$ cat config.mk
export PLATFORM = sky130hd
export DESIGN_NAME = tick_period_meter
export DESIGN_NICKNAME = d
export VERILOG_FILES = /design/src/rtl/tick_meter_pkg.sv /design/src/rtl/tick_sync_edge.sv /design/src/rtl/tick_period_meter.sv
export SDC_FILE = /design/constraint.sdc
export NUM_CORES = 1
export LEC_CHECK = 0
export BUFFER_PORTS_ARGS = -buffer_cell sky130_fd_sc_hd__buf_4
export CAP_MARGIN = 20
export CORE_ASPECT_RATIO = 1.1
export CORE_UTILIZATION = 40
export CTS_CLUSTER_SIZE = 16
export DETAILED_ROUTE_END_ITERATION = 7
export GPL_ROUTABILITY_DRIVEN = 0
export GPL_TIMING_DRIVEN = 0
export SLEW_MARGIN = 10
export SYNTH_ARGS = -nofsm -noshare
export SYNTH_HDL_FRONTEND = slang
export SYNTH_SLANG_ARGS = --single-unit
$ cat constraint.sdc
create_clock -name clk -period 6.17 [get_ports clk]
set_clock_uncertainty 0.2 [all_clocks]
set_input_delay 0 -clock clk [delete_from_list [all_inputs] [get_ports clk]]
set_output_delay 0 -clock clk [all_outputs]
set_load 0.005 [all_outputs]
$ cat src/rtl/tick_meter_pkg.sv
// Shared types and constants for the tick period meter.
// The optional min/max statistics are enabled with TICK_METER_STATS_EN.
package tick_meter_pkg;

    typedef enum logic [1:0] {
        IDLE,
        MEASURE,
        LOST
    } tm_state_t;

    localparam int unsigned TICK_CNT_W = 16;

endpackage

$ cat src/rtl/tick_sync_edge.sv
// Multi-flop synchronizer for an asynchronous tick line followed by a registered
// rising-edge detector; a held-high input produces a single one-cycle rise.
module tick_sync_edge #(
    parameter int unsigned SYNC_STAGES = 2
) (
    input  logic clk,
    input  logic rst_n,
    input  logic d,
    output logic rise
);

    logic [SYNC_STAGES-1:0] sync;
    logic                   sync_d;

    always_ff @(posedge clk) begin
        if (!rst_n) begin
            sync   <= '0;
            sync_d <= 1'b0;
            rise   <= 1'b0;
        end else begin
            sync   <= {sync[SYNC_STAGES-2:0], d};
            sync_d <= sync[SYNC_STAGES-1];
            rise   <= sync[SYNC_STAGES-1] & ~sync_d;
        end
    end

endmodule

$ cat src/rtl/tick_period_meter.sv
// Measures the clk-cycle spacing of rising edges on tick_in, flags lock and lost ticks.
// Define TICK_METER_STATS_EN to add min_period/max_period outputs.
module tick_period_meter
    import tick_meter_pkg::*;
#(
    parameter int unsigned CNT_W       = 30,
    parameter int unsigned TIMEOUT     = 100_000_000,
    parameter int unsigned SYNC_STAGES = 2
) (
    input  logic                  clk,
    input  logic                  rst_n,
    input  logic                  tick_in,
    input  logic                  clear,
    output logic [CNT_W-1:0]      period_out,
    output logic                  period_valid,
    output logic                  locked,
    output logic                  timeout,
    output logic [TICK_CNT_W-1:0] tick_count
`ifdef TICK_METER_STATS_EN
    ,
    output logic [CNT_W-1:0]      min_period,
    output logic [CNT_W-1:0]      max_period
`endif
);

    localparam logic [CNT_W-1:0] TIMEOUT_CNT = CNT_W'(TIMEOUT);

    // clear must also flush the synchronizer so a stale edge cannot survive it
    logic sync_rst_n;
    logic rise;
    assign sync_rst_n = rst_n & ~clear;

    tick_sync_edge #(
        .SYNC_STAGES (SYNC_STAGES)
    ) u_sync_edge (
        .clk   (clk),
        .rst_n (sync_rst_n),
        .d     (tick_in),
        .rise  (rise)
    );

    tm_state_t        state;
    logic [CNT_W-1:0] cnt;
    logic [CNT_W-1:0] prev_period;
    logic             period_done;

    assign period_done = (state == MEASURE) && rise;

    always_ff @(posedge clk) begin
        if (!rst_n || clear) begin
            state        <= IDLE;
            cnt          <= '0;
            prev_period  <= '0;
            period_out   <= '0;
            period_valid <= 1'b0;
            locked       <= 1'b0;
            timeout      <= 1'b0;
            tick_count   <= '0;
        end else begin
            period_valid <= 1'b0;
            unique case (state)
                IDLE: begin
                    cnt <= '0;
                    if (rise) begin
                        state <= MEASURE;
                        cnt   <= CNT_W'(1);
                    end
                end
                MEASURE: begin
                    // An edge landing exactly on TIMEOUT is still a valid period
                    if (period_done) begin
                        period_out   <= cnt;
                        period_valid <= 1'b1;
                        tick_count   <= tick_count + TICK_CNT_W'(1);
                        locked       <= (cnt == prev_period);
                        prev_period  <= cnt;
                        cnt          <= CNT_W'(1);
                    end else if (cnt == TIMEOUT_CNT) begin
                        state   <= LOST;
                        timeout <= 1'b1;
                        locked  <= 1'b0;
                    end else begin
                        cnt <= cnt + CNT_W'(1);
                    end
                end
                LOST: begin
                    // Re-arm only; history is dropped so lock needs two fresh periods
                    if (rise) begin
                        state       <= MEASURE;
                        cnt         <= CNT_W'(1);
                        timeout     <= 1'b0;
                        prev_period <= '0;
                    end
                end
                default: begin
                    state <= IDLE;
                    cnt   <= '0;
                end
            endcase
        end
    end

`ifdef TICK_METER_STATS_EN
    always_ff @(posedge clk) begin
        if (!rst_n || clear) begin
            min_period <= '1;
            max_period <= '0;
        end else if (period_done) begin
            if (cnt < min_period) begin
                min_period <= cnt;
            end
            if (cnt > max_period) begin
                max_period <= cnt;
            end
        end
    end
`else
    // Statistics disabled: no min/max registers are built.
`endif

endmodule

Word level (Yosys, flattened, before mapping)
Cells that the tools add are included.
Storage, ports and cells
  output and inout bits: 49
  bits of input ports: 4
  logic and storage cells: 61
  register bits after elaboration: 115
Cells by class
  muxes and demuxes: 19
  add/subtract/negate cells: 2
  equal/unequal tests: 10
  bitwise operators: 5
  reductions and logical operators: 14
Operators by type and width (number)
  2-to-1 mux 30 bit: 5
  case mux 30 bit (3 select lines): 1
  case mux 30 bit (2 select lines): 1
  adder 30 x 1 -> 30 bit, second input constant: 1
  equality test 30 x 27 -> 1 bit, second input constant: 1
  equality test 30 bit: 1
  adder 16 x 1 -> 16 bit, second input constant: 1
  2-to-1 mux 1 bit: 7
  2-to-1 mux 2 bit: 3
  inequality test 2 x 1 -> 1 bit, second input constant: 3
  AND reduction 2 bit: 3
  AND reduction 3 bit: 2
  inequality test 2 bit, second input constant: 2
  case mux 2 bit (2 select lines): 1
  AND reduction 4 bit: 1
  nonzero test 2 bit: 2
  OR reduction 2 bit: 2
  inequality test 3 bit, second input constant: 1
  inverter 1 bit: 3
  AND 1 bit: 2
  equality test 2 x 1 -> 1 bit, second input constant: 1
  equality test 2 bit, second input constant: 1
  zero test 2 bit: 1
  case mux 1 bit (2 select lines): 1
  other kinds (3): 3

Depth between registers and ports, before layout
Gate-level depths: netlist of run 1.
  word-level depth: 4
  gate-level depth with buffers: 9
  gate-level depth less buffers: 7

Hierarchy
Synthesis of run 1 repeated with hierarchy kept, for this count alone.
Second synthesis, totals
  cells, all modules: 610
  area total of the unflattened synthesis: 5087.4 um^2
Modules (own cells, without submodules)
  tick_period_meter: instances 1, seq. area each 2222.1 um^2, cells each 602, area an instance 4976.0 um^2
  tick_sync_edge: instances 1, seq. area each 80.1 um^2, cells each 8, area an instance 111.4 um^2

Worst setup path before layout of run 1
OpenSTA, ideal clock, no wires.
  kind: register -> register
  start point: reg cnt[5]
  end point: reg state[0]
  data arrival time: 2075 ps
  library setup time: 116 ps
  path buffers: 2
  period minus slack after synthesis: 2391 ps
  stages on the path, launching flop included: 8
  path slack: 3779 ps
  required time: 5854 ps
  path through: dfxtp_1 > buf_4 > or4b_1 > or4_1 > buf_6 > o31ai_1 > o21ai_0 > a31o_1
On the way
  cells in the longest elaborated chain, start to end: 3
RTL lines
  start: declaration: line tick_period_meter.sv:43  | logic [CNT_W-1:0] cnt;
  start signal: assignment: line tick_period_meter.sv:83  | cnt <= cnt + CNT_W'(1);
  equality test 30 x 27 -> 1 bit: line tick_period_meter.sv:78  | end else if (cnt == TIMEOUT_CNT) begin
  inequality test 2 x 1 -> 1 bit (no line)
  AND reduction 3 bit (no line)
  end signal: assignment: line tick_period_meter.sv:79  | state <= LOST;
  end signal: assignment: line tick_period_meter.sv:89  | state <= MEASURE;
  end signal: assignment: line tick_period_meter.sv:96  | state <= IDLE;
  end: declaration: line tick_period_meter.sv:42  | tm_state_t state;
No other way between the ends.
A chain may end at the register's enable or synchronous reset.

Final worst setup path of run 1
  start point: reg cnt[5]
  end point: reg cnt[7]
On the way
  cells in the longest elaborated chain, start to end: 4
  elaborated cells on any way between the ends: 7
  those cells by class: add/sub (1); eq/ne (2); mux (3); reduce/logical (1)
RTL lines
  adder 30 x 1 -> 30 bit: line tick_period_meter.sv:83
  2-to-1 mux 30 bit: line tick_period_meter.sv:78
  2-to-1 mux 30 bit: line tick_period_meter.sv:71  | if (period_done) begin
  case mux 30 bit (3 select lines): line tick_period_meter.sv:61  | unique case (state)
Parallel ways exist; a longest one is shown, timed or not. The select of a mux whose other input is x is not followed.

==> flow_summary.json, run 1 <==
{
  "status": "finished, violations left",
  "violations": "design-rule violations",
  "crit_arrival_ns": 2.78,
  "core-area_sq_um": 12750,
  "post-route-util_pct": 51.35,
  "synth.cell_area_sq_um": 5269,
  "synth_nets": 611,
  "criticalPathCategory": "reg2reg",
  "cts.sinks": 115,
  "setup-violations-final": 0,
  "cts-htree-levels": 4,
  "worstMarginPinSlew_ns": 0.6023,
  "clkTransAtPathRegs_ns": 0.05,
  "fmax_ghz": 0.3719,
  "synthCells": 600,
  "start_util_pct": 41.32,
  "rsz0062_at_grt": "no",
  "vdd_ir_drop_max_uv": 176.8,
  "hold_viol": 0,
  "endpoint": "cnt[7]$_SDFFE_PN0P_",
  "rr_startpoint": "cnt[5]$_SDFFE_PN0P_",
  "worstPathRequired_ns": 6.26,
  "min_period_over_period_pct": 43.58,
  "dieArea_sq_um": 13640,
  "ys_seq_elements": 115,
  "dpl-instance-area_sq_um": 5856,
  "slew_headroom_pct": 59.54,
  "yosysWarnings": 0,
  "cts_hold_buf": 5,
  "via_count": 4301,
  "reg2reg_depth": 7,
  "port_buffers": 52,
  "worstHoldPathType": "reg2reg",
  "setup-tns-final_ns": 0,
  "cts_setup_buffers": 0,
  "die_w_um": 111.4,
  "power_density_nw_per_um2": 275.6,
  "yosysSeqAreaShare_pct": 43.70,
  "wl_um": 12250,
  "cts_root_buf": "clkbuf_16",
  "synth_flop_cell": "dfxtp_1",
  "p_leak_uw": 0.002346,
  "setup.worst_path.start": "cnt[5]$_SDFFE_PN0P_",
  "cts_buffer_depth": 2,
  "clk_latency_ns": 0.42,
  "postCtsResizedCells": 0,
  "die_h_um": 122.4,
  "grt_max_degree": 17,
  "grt_pass1_wl_um": 20270,
  "cp-end-kind": "flip-flop",
  "drt_pass1_iterations": 7,
  "crit_fanout": 8,
  "avgSynthCellArea_sq_um": 8.781,
  "syn_to_final_growth_pct": 24.27,
  "synth_top_area_share_pct": 43.70,
  "antenna_found_initial": 0,
  "async_flop_share_pct": 0,
  "cap_violations": 0,
  "reg2reg_slack_ns": 3.48,
  "drtAntennaViolNets": 0,
  "final_cell_mix": "dfxtp_1 (115), nand2_1 (86), buf_4 (57)",
  "startpoint_type": "flip-flop",
  "cts_tree": "done",
  "synth_edf_count": 0,
  "viasPerCell": 5.084,
  "synth_area_leaders": "dfxtp_1 (44%), xnor2_1 (6.2%), nand2_1 (6.1%), xor2_1 (5.0%), a22oi_1 (4.3%)",
  "grt_use_total_pct": 19.34,
  "grt_pass1_vias": 3990,
  "synth_cell_types": 48,
  "reg2reg_to": "cnt[7]$_SDFFE_PN0P_",
  "grt_remaining_overflow": 0,
  "synth_top_area_cell": "dfxtp_1",
  "final_common_cell": "dfxtp_1",
  "drive_gt1_share_pct": 19.01,
  "period_needed_ns": 2.689,
  "drtIter0Drc": 192,
  "whs_path_depth": 1,
  "nets": 687,
  "io_pins": 53,
  "cts_buffers": 17,
  "fin_area_sq_um": 6548,
  "diodes": 0,
  "core.rowCount": 43,
  "drv_slew": 0,
  "drc": 10,
  "dp_hpwl_um": 8883,
  "wl_per_cell_um": 14.48
}
[worst max-delay path: stages, from the launching register on]
cell,delay [ns]
dfxtp_1,0.29
buf_4,0.15
or4b_1,0.54
or4_1,0.54
buf_6,0.16
nor3_1,0.43
or4_1,0.18
a21oi_1,0.06
[stage by stage]
stage	total power, uW	hold slack, ns	setup slack (ns)	std cells
3_3_place_gp	775.5	0.002695	3.502	809
5_1_grt	1862	0.2087	3.321	846
4_1_cts	1824	0.1951	3.484	846
6_report	1804	0.1915	3.481	846
3_5_place_dp	775.9	0.01333	3.499	809
2_1_floorplan	769.1	-0.07829	3.779	600
[Yosys cell counts, types with 6 or more instances]
cell,count
nand4_1,18
clkbuf_1,30
o21ai_0,8
inv_1,8
dfxtp_1,115
xnor2_1,37
nand2_1,86
ha_1,7
a22oi_1,30
clkbuf_8,7
and2_1,8
a21oi_1,40
nor3_1,12
nor2_2,14
nand3_1,14
xor2_1,30
nor2_1,56
nor2_4,6
nor4_1,16
[state kept, by name, indices dropped and copies added, names as in the netlist]
signal / count
u_sync_edge.sync: 2
period_out: 30
u_sync_edge.sync_d: 1
tick_count: 16
cnt: 30
locked: 1
state: 2
timeout: 1
period_valid: 1
u_sync_edge.rise: 1
prev_period: 30
[logic make-up (layout without fill, tap and decap cells)]
logic type / after synthesis / in the layout / synth area share [%]
AO/OA/AOI/OAI: 91 / 91 / 11.16
XOR/XNOR: 67 / 67 / 11.14
adder cells (fa/ha/maj): 7 / 7 / 1.662
buffers and inverters: 58 / 147 / 7.172
flip-flops: 115 / 115 / 43.70
AND/OR/NAND/NOR: 262 / 262 / 25.17
[report_power, final]
part	switching [uW]	total, uW	internal (uW)
Clock	334	1040	707
Combinational	12.5	18.4	5.83
Sequential	0.161	744	744
Total	347	1800	1460
[how the worst min path moves through the flow]
stage	slack [ns]	end	startpoint
floorplan	-0.08	u_sync_edge.sync[0]$_SDFF_PN0_	tick_in
global route	0.21	u_sync_edge.rise$_SDFF_PN0_	u_sync_edge.sync_d$_SDFF_PN0_
finish	0.19	u_sync_edge.rise$_SDFF_PN0_	u_sync_edge.sync_d$_SDFF_PN0_
global placement	0.003	u_sync_edge.sync[0]$_SDFF_PN0_	tick_in
detailed placement	0.01	u_sync_edge.sync[0]$_SDFF_PN0_	tick_in
CTS	0.20	u_sync_edge.rise$_SDFF_PN0_	u_sync_edge.sync_d$_SDFF_PN0_
[area by class of cell]
cell class / count / area [sq um]
fillers: 1214 / 6203
multi-input cells: 427 / 2589
flip-flops and latches: 115 / 2302
clock buffers: 24 / 521.8
repair buffers: 57 / 440.4
plain buffers: 50 / 347.8
well taps: 157 / 196.4
clock inverters: 8 / 120.1
inverters: 8 / 30.03
[per-layer routing]
metal | global-route usage, % | wire, um | vias up
li1 | - | - | 2191
met1 | 23.18 | 5652 | 2034
met2 | 32.70 | 6083 | 69
met3 | 5.185 | 416 | 7
met4 | 8.530 | 100 | 0
met5 | 0 | 0 | -
(Power assumes the default switching activity.)
==> inputs of run 2 (changes only) <==
- ABC_AREA: default -> 1
- clock period: 6.17 -> 2.5 ns (I/O delays scaled with it)
==> flow_summary.json, run 2 <==
{
  "status": "complete, no violations",
  "start_util_pct": 40.92,
  "diodes": 0,
  "viasPerCell": 5.180,
  "yosysWarnings": 0,
  "power_density_nw_per_um2": 640.6,
  "final_cell_mix": "nand2_1 (180), dfxtp_1 (115), nor2_1 (92)",
  "grt_max_degree": 17,
  "p_leak_uw": 0.002628,
  "period_needed_ns": 2.343,
  "cts_buffer_depth": 2,
  "startpoint_type": "flip-flop",
  "cts.sinks": 115,
  "grt_remaining_overflow": 0,
  "async_flop_share_pct": 0,
  "drt_pass1_iterations": 5,
  "synth.cell_area_sq_um": 5622,
  "via_count": 5672,
  "grt_pass1_wl_um": 27420,
  "worstHoldPathType": "in2reg",
  "dieArea_sq_um": 14530,
  "post-route-util_pct": 50.22,
  "synth_cell_types": 38,
  "wl_met1_um": 7845,
  "crit_arrival_ns": 2.47,
  "syn_to_final_growth_pct": 22.72,
  "die_w_um": 115.0,
  "crit_fanout": 10,
  "criticalPathCategory": "reg2reg",
  "port_buffers": 52,
  "drtAntennaViolNets": 0,
  "synth_edf_count": 0,
  "dp_hpwl_um": 13000,
  "drive_gt1_share_pct": 14.44,
  "drv_slew": 0,
  "final_common_cell": "nand2_1",
  "die_h_um": 126.3,
  "worstMarginPinSlew_ns": 0.6038,
  "wl_um": 17420,
  "cts-htree-levels": 4,
  "slew_headroom_pct": 59.75,
  "grt_pass1_vias": 5375,
  "antenna_found_initial": 0,
  "synthCells": 821,
  "cp-end-kind": "flip-flop",
  "ys_seq_elements": 115,
  "wl_met3_um": 1015,
  "yosysSeqAreaShare_pct": 40.95,
  "drc": 0,
  "core-area_sq_um": 13740,
  "rsz0062_at_grt": "no",
  "drtIter0Drc": 532,
  "cap_violations": 0,
  "synth_top_area_cell": "dfxtp_1",
  "cts_buffers": 17,
  "highest_layer": "met4",
  "clk_latency_ns": 0.43,
  "avgSynthCellArea_sq_um": 6.847,
  "core.rowCount": 45,
  "dr_wl_met2_um": 8022,
  "worstPathRequired_ns": 2.63,
  "hold_viol": 0,
  "cts_tree": "done",
  "min_period_over_period_pct": 93.74,
  "cts_root_buf": "clkbuf_16",
  "grt_use_total_pct": 25.06,
  "nets": 906,
  "stdcell_count": 1095,
  "synth_top_area_share_pct": 40.95,
  "yosysMostFrequentCell": "nand2_1",
  "synth_nets": 832,
  "synth_area_leaders": "dfxtp_1 (41%), nand2_1 (12%), a21oi_1 (6.8%), nand3_1 (6.2%), nor2_1 (6.2%)",
  "fmax_ghz": 0.4267,
  "dp_cells": 1061,
  "setup-violations-final": 0,
  "clkTransAtPathRegs_ns": 0.06,
  "synth_flop_cell": "dfxtp_1",
  "netlist_top_cells_count": "nand2_1 (180), dfxtp_1 (115), nor2_1 (93)",
  "setup-tns-final_ns": 0,
  "reg_top3": "cnt: 30 flops, period_out: 30 flops, prev_period: 30 flops",
  "wl_per_cell_um": 15.91,
  "io_pins": 53,
  "vdd_ir_drop_max_uv": 472.1
}
-- run 2: routing by layer --
metal  vias up  track usage [%]
li1       2829                -
met3        37            5.781
met5         -                0
met1      2612            31.22
met4         0            12.38
met2       194            40.50
-- run 2: report_power, final --
group / switching, uW / internal (uW) / total, uW
Clock: 875 / 1660 / 2530
Combinational: 35.8 / 13.5 / 49.3
Sequential: 0.711 / 1840 / 1840
-- run 2: cell type report --
type,count,area (sq um)
multi-input cells,583,2813
plain buffers,36,190.2
inverters,87,326.6
well taps,188,235.2
flip-flops and latches,115,2302
clock buffers,22,484.2
clock inverters,9,127.6
repair buffers,55,420.4
fillers,1445,6839
-- run 2: kinds of logic after synthesis --
group,share of synthesized area [%]
buffers and inverters,9.148
flip-flops,40.95
AND/OR/NAND/NOR,33.63
AO/OA/AOI/OAI,12.84
XOR/XNOR,1.870
adder cells (fa/ha/maj),1.558
-- run 2: metrics by stage --
step	total power, uW	instance area, sq um	hold WS, ns	worst slack (ns)
floorplan	1901	5622	-0.08778	0.6173
global placement	1920	6247	0.01414	0.05966
detailed placement	1920	6247	0.04734	0.08499
CTS	4438	6889	0.02416	0.05889
global route	4516	6899	0.08912	0.02833
finish	4420	6899	0.03802	0.1565
-- run 2: worst max-delay path: stages, from the launching register on --
cell and delay (ns):
dfxtp_1 0.51, inv_1 0.14, ha_1 0.22, inv_1 0.09
nor3_1 0.06, nand2_1 0.14, nor2_4 0.06, nand3_4 0.11
nand2_4 0.11, buf_4 0.21, nor2_1 0.18, nand3_1 0.09
nand2_1 0.07, nor2_1 0.04
-- run 2: final timing paths --
path,startpoint,end,slack [ns],cells after the start
worst max-delay path,cnt[0]$_SDFFE_PN0P_,cnt[23]$_SDFFE_PN0P_,0.16,13
worst min-delay path,rst_n,cnt[1]$_SDFFE_PN0P_,0.04,7
worst max register to register,cnt[0]$_SDFFE_PN0P_,cnt[23]$_SDFFE_PN0P_,0.16,13
worst min register to register,u_sync_edge.sync_d$_SDFF_PN0_,u_sync_edge.rise$_SDFF_PN0_,0.19,1
-- run 2: what timing repair did --
| action | 4_1_cts | 5_1_grt |
|---|---|---|
| endpoints found under the hold margin | 9 | 0 |
| resized for setup | 0 | 7 |
| endpoints found under the setup margin | 0 | 31 |
| setup buffers | 0 | 0 |
| hold buffers | 3 | 0 |
